$ cat config.mk
export PLATFORM = sky130hd
export DESIGN_NAME = encoder_pending
export DESIGN_NICKNAME = d
export VERILOG_FILES = /design/src/rtl/encoder_pending.sv
export SDC_FILE = /design/constraint.sdc
export NUM_CORES = 1
export LEC_CHECK = 0
export BUFFER_PORTS_ARGS = -buffer_cell sky130_fd_sc_hd__buf_2
export CAP_MARGIN = 10
export CORE_MARGIN = 2
export CORE_UTILIZATION = 51
export CTS_BUF_LIST = sky130_fd_sc_hd__clkbuf_16
export CTS_CLUSTER_DIAMETER = 60
export DETAILED_ROUTE_END_ITERATION = 6
export HOLD_SLACK_MARGIN = 0.08
export PLACE_DENSITY = 0.8
export SLEW_MARGIN = 20
export SYNTH_ARGS = -nofsm -noshare
export SYNTH_HDL_FRONTEND = slang
export SYNTH_SLANG_ARGS = --single-unit
$ cat constraint.sdc
create_clock -name Clk -period 3.45 [get_ports Clk]
set_clock_uncertainty 0.1 [all_clocks]
set_input_delay 0.5175 -clock Clk [delete_from_list [all_inputs] [get_ports Clk]]
set_output_delay 0.5175 -clock Clk [all_outputs]
set_load 0.05 [all_outputs]
$ cat src/rtl/encoder_pending.sv
// Sequential 4-to-2 encoder: sticky pending register drained highest index first
// through a valid/ready output register, with served-event counter and overflow flag.
module encoder_pending #(
    parameter int unsigned CNT_W = 8
) (
    input  logic             Clk,
    input  logic             Rst,
    input  logic             En,
    input  logic [3:0]       Din,
    input  logic             Rdy,
    output logic [1:0]       Do,
    output logic             Vld,
    output logic [3:0]       Pend,
    output logic             Ovf,
    output logic [CNT_W-1:0] Cnt
);

    localparam int unsigned REQ_W  = 4;
    localparam int unsigned CODE_W = 2;

    logic              load;
    logic              xfer;
    logic [CODE_W-1:0] code;
    logic [REQ_W-1:0]  clr;
    logic [REQ_W-1:0]  din_m;
    logic [REQ_W-1:0]  pend_nxt;
    logic              ovf_hit;

    // Priority pick, clear mask and pending/overflow next-state
    always_comb begin
        code = 2'b00;
        if (Pend[3])      code = 2'b11;
        else if (Pend[2]) code = 2'b10;
        else if (Pend[1]) code = 2'b01;

        load  = (!Vld || Rdy) && (Pend != 4'b0000);
        xfer  = Vld && Rdy;
        clr   = load ? (REQ_W'(1) << code) : 4'b0000;
        din_m = En ? Din : 4'b0000;

        // A set on the bit being cleared wins and is not a collision
        pend_nxt = (Pend & ~clr) | din_m;
        ovf_hit  = |(din_m & Pend & ~clr);
    end

    // Output register, pending register, flags and counter
    always_ff @(posedge Clk or posedge Rst) begin
        if (Rst) begin
            Pend <= 4'b0000;
            Do   <= 2'b00;
            Vld  <= 1'b0;
            Ovf  <= 1'b0;
            Cnt  <= '0;
        end else begin
            Pend <= pend_nxt;
            if (load) begin
                Do  <= code;
                Vld <= 1'b1;
            end else if (xfer) begin
                Vld <= 1'b0;
            end
            if (ovf_hit) Ovf <= 1'b1;
            if (xfer)    Cnt <= Cnt + CNT_W'(1);
        end
    end

endmodule

==> Yosys cells after proc, flatten, opt, wreduce, memory -nomap -nowiden <==
Index checks and enable logic that the tools add are counted.
{ "word_totals": {"ff_bits": 16, "inputBits": 8, "wordCells": 26} }
{ "op_classes": {"reduce_logical": 7, "n_bitwise": 5, "shift": 1, "n_addsub": 1, "mux": 7} }
{ "op_table": {"columns": ["operator", "n"], "rows": [
  ["bitwise AND 4 bit", 3],
  ["adder 8 x 1 -> 8 bit (second input constant)", 1],
  ["two-way mux 4 bit", 2],
  ["two-way mux 2 bit", 2],
  ["NOT 4 bit", 1],
  ["OR 4 bit", 1],
  ["nonzero test 4 bit", 1],
  ["OR reduction 4 bit", 1],
  ["left shift 1 x 2 -> 4 bit (first input constant)", 1],
  ["two-way mux 1 bit", 3],
  ["logical AND 1 bit", 2],
  ["nonzero test 2 bit", 1],
  ["logical NOT 1 bit", 1],
  ["logical OR 1 bit", 1]
]} }

==> Depth between registers and ports, before layout <==
Gate-level depths: netlist of run 1.
{ "depth": {"depth_word": 8, "mapped_depth": 4} }

==> Worst setup path before layout of run 1 <==
Ideal clock, no wire load.
{ "synth_timing": {"path_kind": "register -> register", "startpoint": "reg Cnt[0]", "endpoint": "reg Cnt[4]", "n_path_buf": 0, "stages_incl_launch_ff": 5, "t_arrival_ps": 1417, "setup_slack_ps": 1791, "period_less_slack_ps": 1659, "cell_sequence": "dfrtp_1 > ha_1 > inv_1 > or3_1 > xnor2_1"} }
{ "synth_between": {"elab_chain_len": 1} }
{ "synth_lines": {"columns": ["element", "line", "rtl"], "rows": [
  ["start: declaration", "15", "output logic [CNT_W-1:0] Cnt"],
  ["start signal: assignment", "63", "if (xfer) Cnt <= Cnt + CNT_W'(1);"],
  ["adder 8 x 1 -> 8 bit", "63", null]
]} }
No other way between the ends.
A chain may end at the register's enable or synchronous reset.

==> Worst setup path in the final report of run 1 <==
{ "layout_timing": {"startpoint": "reg Pend[3]", "endpoint": "out Pend[3]"} }
{ "layout_lines": {"columns": ["element", "line", "rtl"], "rows": [
  ["start: declaration", "13", "output logic [3:0] Pend,"],
  ["start signal: assignment", "55", "Pend <= pend_nxt;"]
]} }
No word-level cell between the ends.

==> key figures, run 1 <==
Timing
  • Worst Max-Slew Pin Slew: around 0.67 ns
  • Fmax: 0.581 GHz
  • Fin crit share: 0.499
  • Final Max Slew Viols: 0
  • Final min period: between 1.5 and 2 ns
  • RSZ-0062 raised after global routing: false
  • Final setup violation count: 0
  • Relative slew slack: 0.553
  • Final hold vios: 0
  • Setup_tns: 0 ns

Clock network
  • Clock sinks: 16
  • Deepest clock path buffer count: 2
  • Clock-pin slew on the worst setup and hold paths: 0.05 ns
  • Clk root buf: clkbuf_16
  • Setup Fix Bufs, Post-CTS: 0
  • Post-CTS Resized: 0
  • CTS buffer count: 3
  • Post-CTS Hold Fix Bufs: 0
  • TritonCTS clock tree: built
  • CTS H-tree lvls: 1
  • Worst-Skew Late Latency: ~0.24 ns

Placed design
  • Dpl cell area: between 800 and 900 µm²
  • Detailed Place HPWL: 1000 µm
  • Placed cell count: between 100 and 150
  • RePlAce Congestion: about 0.8
  • IO buf count: 23

Routing
  • Length of the first detailed-routing pass in iterations: 4
  • Drc violations: 0
  • Post-DR vias/cell: 5.49
  • DR vias: 604
  • Antenna-violating nets left: 0
  • Routed WL per cell: 13.4 µm
  • Total Wirelength: ~1500 µm
  • DRT iter0 DRCs: 14

Global route
  • Grt ovf: 0
  • Largest net degree at the start of global routing: 17
  • Number of global-route vias before repair: around 550
  • Initial antenna violation count: 0
  • First-pass GRT wire length: approximately 2400 µm
  • GRT Util Overall: 0.183

Floorplan
  • Die Span Y: between 40 and 50 µm
  • Core area: 0.00132 mm²
  • Width of the die: about 42 µm
  • Starting density of the core: 0.557
  • Area of the die: between 0.0015 and 0.002 mm²
  • Io pins: 24
  • # rows: 13

Layout
  • Fin util: 0.707
  • Area growth from synthesis to layout: 26.7%
  • ANT cells: 0
  • Total Nets Final: between 100 and 150
  • Reg area: 400 µm²
  • Final Non-Filler Cells: 110
  • Fill cell count: 97
  • Footprint of the multi-input gates: about 300 µm²
  • Share of cells above drive strength 1: 0.305
  • Final Instance Area: about 930 µm²

Worst setup path
  • CP Capture Type: output port
  • Kind of critical path: flip-flop to output port
  • CP required: 2.83 ns
  • Critical path's largest stage delay: about 0.53 ns
  • CP bufs+invs: 1
  • Highest-delay cell along the critical path: dfrtp_1
  • CP cell instances: buf_2
  • Startpoint types: flip-flop
  • Critical-path maximum fanout: 11
  • CP arrival: roughly 1.1 ns
  • Cell family with the largest share of critical-path delay: flip-flops

Synthesis
  • Ranking of synthesized cells by area: dfrtp_1, xnor2_1, nand2_1
  • Seq/Total Area, Yosys: 0.545
  • Post-synthesis cell type count: 25
  • #FFs+latches synth: 16
  • Netlist Area Pre-Place: about 730 µm²
  • Post-Syn Nets: 81
  • Yosys warning count: 0
  • Post-synth top area share: 0.545
  • Yosys top cell by area: dfrtp_1
  • Gate Count Post-Synth: about 70
  • Synthesized area per cell: ~10 µm²

Job
  • # Max-Cap Violations: 0

Power
  • Power Dens Cells: 943 mW/mm²
  • Leakage: around 0.44 nW
  • Tot Pwr: slightly below 0.0009 W
  • Largest vdd supply drop: 0.000769 V

Run status
  • Outcome: completed

Hold path
  • Worst hold path class: primary input to asynchronous set/reset pin
## logic make-up after synthesis
| kind of cell | after synthesis | synth area share |
|---|---|---|
| flip-flops | 16 | 0.545 |
| buffers and inverters | 9 | 0.0477 |
| XOR/XNOR | 7 | 0.0835 |
| adder cells (fa/ha/maj) | 1 | 0.0170 |
| multiplexers | 1 | 0.0153 |
| AND/OR/NAND/NOR | 25 | 0.174 |
| AO/OA/AOI/OAI | 13 | 0.118 |
## sequential cells by signal, summed over array words and instances, names as in the netlist
signal / flops
Cnt: 8
Pend: 4
Do: 2
Ovf: 1
Vld: 1
## stage by stage
| stage | hold slack (ns) | setup slack [ns] |
|---|---|---|
| after floorplan | 0.331 | 1.79 |
| after global placement | 0.351 | 1.83 |
| after detailed placement | 0.357 | 1.77 |
| after CTS | 0.259 | 1.73 |
| after global routing | 0.323 | 1.70 |
| final | 0.241 | 1.73 |
## final timing paths
kind                       slack (ns)  startpoint      end  cells past startpoint
setup / recovery                 1.73     Pend[3]  Pend[3]                      1
hold / removal                   0.24         Rst  Pend[2]                      2
setup reg to reg                 1.94         Vld    Do[0]                      3
hold reg to reg                  0.36      Cnt[7]   Cnt[7]                      1
max in group asynchronous        2.61         Rst   Cnt[4]                      2
min in group Clk                 0.36      Cnt[7]   Cnt[7]                      1
## worst register-to-register path: cells and delay by family (launching register included)
| kind | cells | cell delay (ns) |
|---|---|---|
| flip-flops | 1 | 0.42 |
| AND/OR/NAND/NOR | 1 | 0.58 |
| AO/OA/AOI/OAI | 2 | 0.31 |
## per-layer routing
metal / track usage / wire length, µm / vias to the layer above
met1: 0.240 / 659 / 289
li1: - / - / 296
met2: 0.278 / 730 / 17
met3: 0.0435 / 72 / 2
met4: 0.0968 / 14 / 0
met5: 0 / 0 / -
## synth_stat cells, drive strengths merged
cell     instances
nor2b            1
o31ai            1
nand4            1
a41oi            1
a22o             1
o2111ai          1
nor3             3
or3              1
o41ai            2
xor2             2
clkbuf           2
nand2            9
and3             2
xnor2            5
nor2             4
nand3            3
nor4             1
ha               1
mux2             1
a21oi            1
buf              1
inv              6
dfrtp           16
o21ai            6
## cell usage in the layout (no fill, tap or decap), types with 2 or more instances in the layout
master     Yosys  layout
buf_2          1      23
dfrtp_1       16      16
nand2_1        9       9
o21ai_0        6       6
inv_1          6       6
xnor2_1        5       5
nor2_1         4       4
nor3_1         3       3
clkbuf_16      0       3
xor2_1         2       2
nand3_1        2       2
o41ai_1        2       2
and3_1         2       2
## layout make-up
class,instances,share of cell area
clock buffers,3,0.0806
inverters,6,0.0242
multi-input cells,47,0.321
flip-flops and latches,16,0.430
well taps,15,0.0202
repair buffers,23,0.124
## power breakdown
group,total [W],switching [W],internal (W)
clock network,0.000219,0.0000676,0.000152
logic,0.000361,0.000268,0.0000938
registers,0.000297,0.0000556,0.000241
total,0.000877,0.000391,0.000487
No activity file was read; power rests on OpenSTA's default activity.
==> inputs of run 2 (changes only) <==
--- a/config.mk
+++ b/config.mk
@@ -8,12 +8,12 @@
 export BUFFER_PORTS_ARGS = -buffer_cell sky130_fd_sc_hd__buf_2
 export CAP_MARGIN = 10
 export CORE_MARGIN = 2
-export CORE_UTILIZATION = 51
+export CORE_UTILIZATION = 47
 export CTS_BUF_LIST = sky130_fd_sc_hd__clkbuf_16
 export CTS_CLUSTER_DIAMETER = 60
 export DETAILED_ROUTE_END_ITERATION = 6
 export HOLD_SLACK_MARGIN = 0.08
-export PLACE_DENSITY = 0.8
+export PLACE_DENSITY = 0.75
 export SLEW_MARGIN = 20
 export SYNTH_ARGS = -nofsm -noshare
 export SYNTH_HDL_FRONTEND = slang
==> constraint.sdc (replaced) <==
create_clock -name Clk -period 1.6 [get_ports Clk]
set_clock_uncertainty 0.1 [all_clocks]
set_input_delay 0.24 -clock Clk [delete_from_list [all_inputs] [get_ports Clk]]
set_output_delay 0.24 -clock Clk [all_outputs]
set_load 0.05 [all_outputs]
==> run 2 against run 1 <==
Global-route usage down 0.87 points. Clock power up 120%. Critical path depth unchanged.
==> key figures, run 2 (same netlist as run 1, synthesis figures left out) <==
Worst setup path
  • CP required: 1.26 ns (was 2.83 ns)
  • CP Capture Type: output port (unchanged)
  • Highest-delay cell along the critical path: dfrtp_1 (unchanged)
  • Startpoint types: flip-flop (unchanged)
  • CP bufs+invs: 1 (unchanged)
  • Kind of critical path: flip-flop to output port (unchanged)
  • CP arrival: 1.12 ns (was 1.10 ns)
  • CP cell instances: buf_2 (unchanged)
  • Cell family with the largest share of critical-path delay: flip-flops (unchanged)
  • Critical-path maximum fanout: 11 (unchanged)
  • Critical path's largest stage delay: 0.55 ns (was 0.53 ns)

Clock network
  • CTS buffer count: 3 (unchanged)
  • Worst-Skew Late Latency: 0.24 ns (about the same)
  • Clk root buf: clkbuf_16 (unchanged)
  • Clock sinks: 16 (unchanged)
  • Clock-pin slew on the worst setup and hold paths: 0.05 ns (about the same)
  • CTS H-tree lvls: 1 (unchanged)
  • TritonCTS clock tree: built (unchanged)
  • Deepest clock path buffer count: 2 (unchanged)

Timing
  • Relative slew slack: 0.622 (was 0.553)
  • Final hold vios: 0 (unchanged)
  • Worst Max-Slew Pin Slew: 0.566 ns (was 0.669 ns)
  • Final min period: between 1 and 1.5 ns
  • Setup_tns: 0 ns (unchanged)
  • Fmax: around 0.7 GHz
  • Fin crit share: 0.915
  • Final setup violation count: 0 (unchanged)
  • Final Max Slew Viols: 0 (unchanged)
  • Hold Slack: 0.113 ns (was 0.241 ns)
  • RSZ-0062 raised after global routing: false (unchanged)

Run status
  • Outcome: completed (unchanged)

Routing
  • Drc violations: 0 (unchanged)
  • Met2 WL: 712 µm (was 730 µm)
  • WL met3: 89 µm (was 72 µm)
  • Post-DR vias/cell: 5.35 (was 5.49)
  • Antenna-violating nets left: 0 (unchanged)
  • Length of the first detailed-routing pass in iterations: 4 (unchanged)
  • DR vias: 605 (was 604)
  • DRT iter0 DRCs: 4 (was 14)
  • Total Wirelength: 1430 µm (was 1480 µm)
  • M1 WL: 613 µm (was 659 µm)
  • DR top layer: met4 (unchanged)
  • Routed WL per cell: 12.7 µm (was 13.4 µm)

Layout
  • Area growth from synthesis to layout: 29.5% (was 26.7%)
  • Biggest regs: Cnt: 8 flops, Pend: 4 flops, Do: 2 flops (unchanged)
  • Biggest register: Cnt (unchanged)
  • Fin util: 0.639 (was 0.707)
  • Most common cell after layout, fill and taps aside: buf_2 (unchanged)
  • Share of cells above drive strength 1: 0.330 (was 0.305)
  • ANT cells: 0 (unchanged)
  • Fill cell count: 123 (was 97)
  • Most frequent cells in the layout: buf_2, dfrtp_1, nand2_1 (unchanged)
  • Max reg flops: 8 (unchanged)
  • Total Nets Final: 107 (was 106)

Floorplan
  • # rows: 14 (was 13)
  • Core area: 0.00149 mm² (was 0.00132 mm²)
  • Starting density of the core: 0.493 (was 0.557)
  • Width of the die: 43.5 µm (was 42.0 µm)
  • Die Span Y: 43.5 µm (was 42.0 µm)
  • Io pins: 24 (unchanged)
  • Area of the die: 0.00189 mm² (was 0.00176 mm²)

Power
  • Largest vdd supply drop: 0.00133 V (was 0.000769 V)
  • Power Dens Cells: 1990 mW/mm² (was 943 mW/mm²)
  • Leakage: 0.449 nW (was 0.443 nW)
  • Tot Pwr: 0.00189 W (was 0.000877 W)

Placed design
  • RePlAce Congestion: 0.813 (was 0.810)
  • Detailed Place HPWL: 1050 µm (was 1000 µm)
  • IO buf count: 23 (unchanged)

Global route
  • Largest net degree at the start of global routing: 17 (unchanged)
  • Initial antenna violation count: 0 (unchanged)
  • First-pass GRT wire length: 2390 µm (was 2400 µm)
  • Number of global-route vias before repair: 555 (was 546)
  • GRT Util Overall: 0.174 (was 0.183)
  • Grt ovf: 0 (unchanged)

Job
  • # Max-Cap Violations: 0 (unchanged)

Hold path
  • Worst hold path class: primary input to flip-flop (was primary input to asynchronous set/reset pin)
[run 2: final cells by class]
| class | instances | area [µm²] | area share |
|---|---|---|---|
| Clock inverter | 1 | 3.75 | 0.00395 |
| Timing Repair Buffer | 24 | 125 | 0.132 |
| Tap cell | 16 | 20.0 | 0.0211 |
| Multi-Input combinational cell | 47 | 302 | 0.317 |
| Inverter | 6 | 22.5 | 0.0237 |
| Sequential cell | 16 | 403 | 0.424 |
| Clock buffer | 3 | 75.1 | 0.0789 |
[run 2: where the power goes]
group,switching [W],total [W],internal [W]
clock network,0.000141,0.000471,0.000330
registers,0.000119,0.000644,0.000525
logic,0.000574,0.000778,0.000204
total,0.000834,0.00189,0.00106
[run 2: worst paths after layout]
kind                       startpoint  endpoint  slack (ns)  cells past startpoint
max reg2reg                    Cnt[0]    Cnt[4]        0.28                      4
min                            Din[0]   Pend[0]        0.11                      3
max in group asynchronous         Rst    Cnt[0]        0.50                      3
min in group asynchronous         Rst       Ovf        0.49                      3
max                           Pend[3]   Pend[3]        0.14                      1
min reg2reg                    Cnt[7]    Cnt[7]        0.36                      1
[run 2: stage by stage]
step,cell area [µm²],instances,setup WS [ns]
2_1_floorplan,737,72,0.0415
3_3_place_gp,860,108,0.214
3_5_place_dp,860,108,0.126
4_1_cts,948,113,0.0622
5_1_grt,951,113,0.111
6_report,951,113,0.135
[run 2: repair_timing]
item,in CTS,in global routing
hold buffers,1,0
resized for setup,0,1
buffers inserted,0,0
endpoints found under the hold margin,16,0
setup endpoints to repair,0,3
[run 2: layer usage]
metal,GRT usage,vias to the layer above
li1,-,298
met1,0.215,286
met2,0.287,16
met3,0.0750,5
met4,0.0364,0
met5,0,-
[run 2: worst register-to-register path, delay by kind of cell (launching register included)]
family        cells  cell delay [ns]
simple gates      1             0.35
buf+inv           1             0.06
xor+xnor          1             0.13
fa+ha+maj         1             0.17
flops             1             0.38
==> inputs of run 3 (changes only) <==
--- a/config.mk
+++ b/config.mk
@@ -6,8 +6,7 @@
 export NUM_CORES = 1
 export LEC_CHECK = 0
 export BUFFER_PORTS_ARGS = -buffer_cell sky130_fd_sc_hd__buf_2
-export CAP_MARGIN = 10
-export CORE_MARGIN = 2
+export CORE_MARGIN = 4
 export CORE_UTILIZATION = 47
 export CTS_BUF_LIST = sky130_fd_sc_hd__clkbuf_16
 export CTS_CLUSTER_DIAMETER = 60
==> run 3 against run 2 <==
First-iteration DRC count rose to 2.8 times the previous value. Routed wire length is 13% higher. Worst setup slack got worse by 0.0055 ns. Hold slack better by 0.0016 ns. Via count up 1.2%. Final area stayed put. Clock power up 1%. Critical endpoint unchanged.
==> key figures, run 3 (same netlist as run 1, synthesis figures left out) <==
Timing
  • Final Max Slew Viols: 0 (unchanged)
  • Fmax: 0.680 GHz (was 0.683 GHz)
  • Relative slew slack: 0.609 (was 0.622)
  • Worst Max-Slew Pin Slew: 0.586 ns (was 0.566 ns)
  • RSZ-0062 raised after global routing: false (unchanged)
  • Setup_tns: 0 ns (unchanged)
  • Final min period: 1.47 ns (was 1.46 ns)
  • Final hold vios: 0 (unchanged)
  • Hold Slack: 0.115 ns (was 0.113 ns)
  • Fin worst setup slack: 0.130 ns (was 0.135 ns)
  • Fin crit share: 0.919 (was 0.915)
  • Final setup violation count: 0 (unchanged)

Routing
  • Drc violations: 0 (unchanged)
  • Routed WL per cell: 14.4 µm (was 12.7 µm)
  • Antenna-violating nets left: 0 (unchanged)
  • Post-DR vias/cell: 5.42 (was 5.35)
  • DR vias: 612 (was 605)
  • Length of the first detailed-routing pass in iterations: 4 (unchanged)
  • Total Wirelength: 1620 µm (was 1430 µm)
  • DRT iter0 DRCs: 11 (was 4)

Placed design
  • Dpl cell area: 860 µm² (unchanged)
  • IO buf count: 23 (unchanged)
  • Setup slack at placement: 0.139 ns (was 0.126 ns)
  • RePlAce Congestion: 0.778 (was 0.813)
  • Detailed Place HPWL: 1140 µm (was 1050 µm)

Worst setup path
  • FF-to-FF End: Ovf (was Cnt[4])
  • CP Capture Type: output port (unchanged)
  • CP bufs+invs: 1 (unchanged)
  • Startpoint types: flip-flop (unchanged)
  • Reg2Reg Setup Slack: 0.25 ns (was 0.28 ns)
  • CP required: 1.26 ns (about the same)
  • Critical-path maximum fanout: 11 (unchanged)
  • CP arrival: 1.13 ns (was 1.12 ns)
  • Register-to-Register Path Depth: 3 (was 4)
  • Cell family with the largest share of critical-path delay: flip-flops (unchanged)
  • CP cell instances: buf_2 (unchanged)
  • Critical path's largest stage delay: 0.55 ns (about the same)
  • R2r startpoint: Vld (was Cnt[0])
  • Kind of critical path: flip-flop to output port (unchanged)
  • Highest-delay cell along the critical path: dfrtp_1 (unchanged)

Clock network
  • Clk root buf: clkbuf_16 (unchanged)
  • Clock sinks: 16 (unchanged)
  • TritonCTS clock tree: built (unchanged)
  • CTS buffer count: 3 (unchanged)
  • Setup Fix Bufs, Post-CTS: 0 (unchanged)
  • Clock-pin slew on the worst setup and hold paths: 0.05 ns (about the same)
  • Worst-Skew Late Latency: 0.24 ns (about the same)
  • Deepest clock path buffer count: 2 (unchanged)
  • CTS H-tree lvls: 1 (unchanged)

Floorplan
  • Core area: 0.00149 mm² (unchanged)
  • # rows: 14 (unchanged)
  • Die Span Y: 47.5 µm (was 43.5 µm)
  • Io pins: 24 (unchanged)
  • Width of the die: 47.5 µm (was 43.5 µm)
  • Area of the die: 0.00226 mm² (was 0.00189 mm²)
  • Starting density of the core: 0.493 (unchanged)

Layout
  • Area growth from synthesis to layout: 29.5% (unchanged)
  • Total Nets Final: 107 (unchanged)
  • Biggest regs: Cnt: 8 flops, Pend: 4 flops, Do: 2 flops (unchanged)
  • Biggest register: Cnt (unchanged)
  • Most common cell after layout, fill and taps aside: buf_2 (unchanged)
  • Max reg flops: 8 (unchanged)
  • Share of cells above drive strength 1: 0.330 (unchanged)
  • Fill cell count: 131 (was 123)
  • Most frequent cells in the layout: buf_2, dfrtp_1, nand2_1 (unchanged)
  • ANT cells: 0 (unchanged)
  • Final Instance Area: 951 µm² (unchanged)

Global route
  • Grt ovf: 0 (unchanged)
  • Largest net degree at the start of global routing: 17 (unchanged)
  • GRT Util Overall: 0.160 (was 0.174)
  • First-pass GRT wire length: 2550 µm (was 2390 µm)
  • Initial antenna violation count: 0 (unchanged)
  • Number of global-route vias before repair: 583 (was 555)

Power
  • Leakage: 0.449 nW (unchanged)
  • Power Dens Cells: 2000 mW/mm² (was 1990 mW/mm²)
  • Largest vdd supply drop: 0.00110 V (was 0.00133 V)

Hold path
  • Worst hold path class: primary input to flip-flop (unchanged)
  • Hold EP: Pend[0] (unchanged)
  • Hold path startpoint: Din[0] (unchanged)
  • Worst Hold Path Cells: 3 (unchanged)

Run status
  • Outcome: completed (unchanged)

Job
  • # Max-Cap Violations: 0 (unchanged)
==> run 3: what timing repair did <==
item	4_1_cts	5_1_grt
resized for setup	0	1
setup endpoints to repair	0	4
endpoints found under the hold margin	16	0
hold buffers	1	0
==> run 3: final cells by class <==
cell class / count / area (µm²) / area share
clock inverter: 1 / 3.75 / 0.00395
clock buffer: 3 / 75.1 / 0.0789
timing repair buffer: 24 / 125 / 0.132
inverter: 6 / 22.5 / 0.0237
sequential: 16 / 403 / 0.424
tap: 16 / 20.0 / 0.0211
multi-input combinational: 47 / 302 / 0.317
==> run 3: how the worst max path moves through the flow <==
stage	startpoint	endpoint	slack (ns)	depth (start not counted)
after floorplan	Vld	Cnt[4]	0.04	3
after global placement	Vld	Ovf	0.21	3
after detailed placement	Vld	Ovf	0.14	3
after CTS	Vld	Ovf	0.08	3
after global routing	Pend[3]	Pend[3]	0.08	1
final	Pend[3]	Pend[3]	0.13	1
==> run 3: metrics by stage <==
| stage | power, W | utilization | cells |
|---|---|---|---|
| 6_report | 0.00191 | 0.639 | 113 |
| 5_1_grt | 0.00200 | 0.639 | 113 |
| 4_1_cts | 0.00192 | 0.637 | 113 |
| 3_5_place_dp | 0.00143 | 0.577 | 108 |
| 3_3_place_gp | 0.00141 | 0.577 | 108 |
| 2_1_floorplan | 0.00125 | - | 72 |
==> run 3: power breakdown <==
group          internal, W  leakage, nW  switching, W  total [W]
combinational     0.000205        0.234      0.000579   0.000784
clock             0.000331       0.0385      0.000146   0.000477
sequential        0.000525        0.177      0.000120   0.000645
total              0.00106        0.449      0.000846    0.00191
==> run 3: routing by layer <==
layer	part of all wire	track usage	wire, µm	vias up
li1	-	-	-	301
met1	0.44	0.212	721	298
met2	0.51	0.257	830	11
met3	0.037	0.0226	60	2
met4	0.0068	0.0806	11	0
met5	0	0	0	-
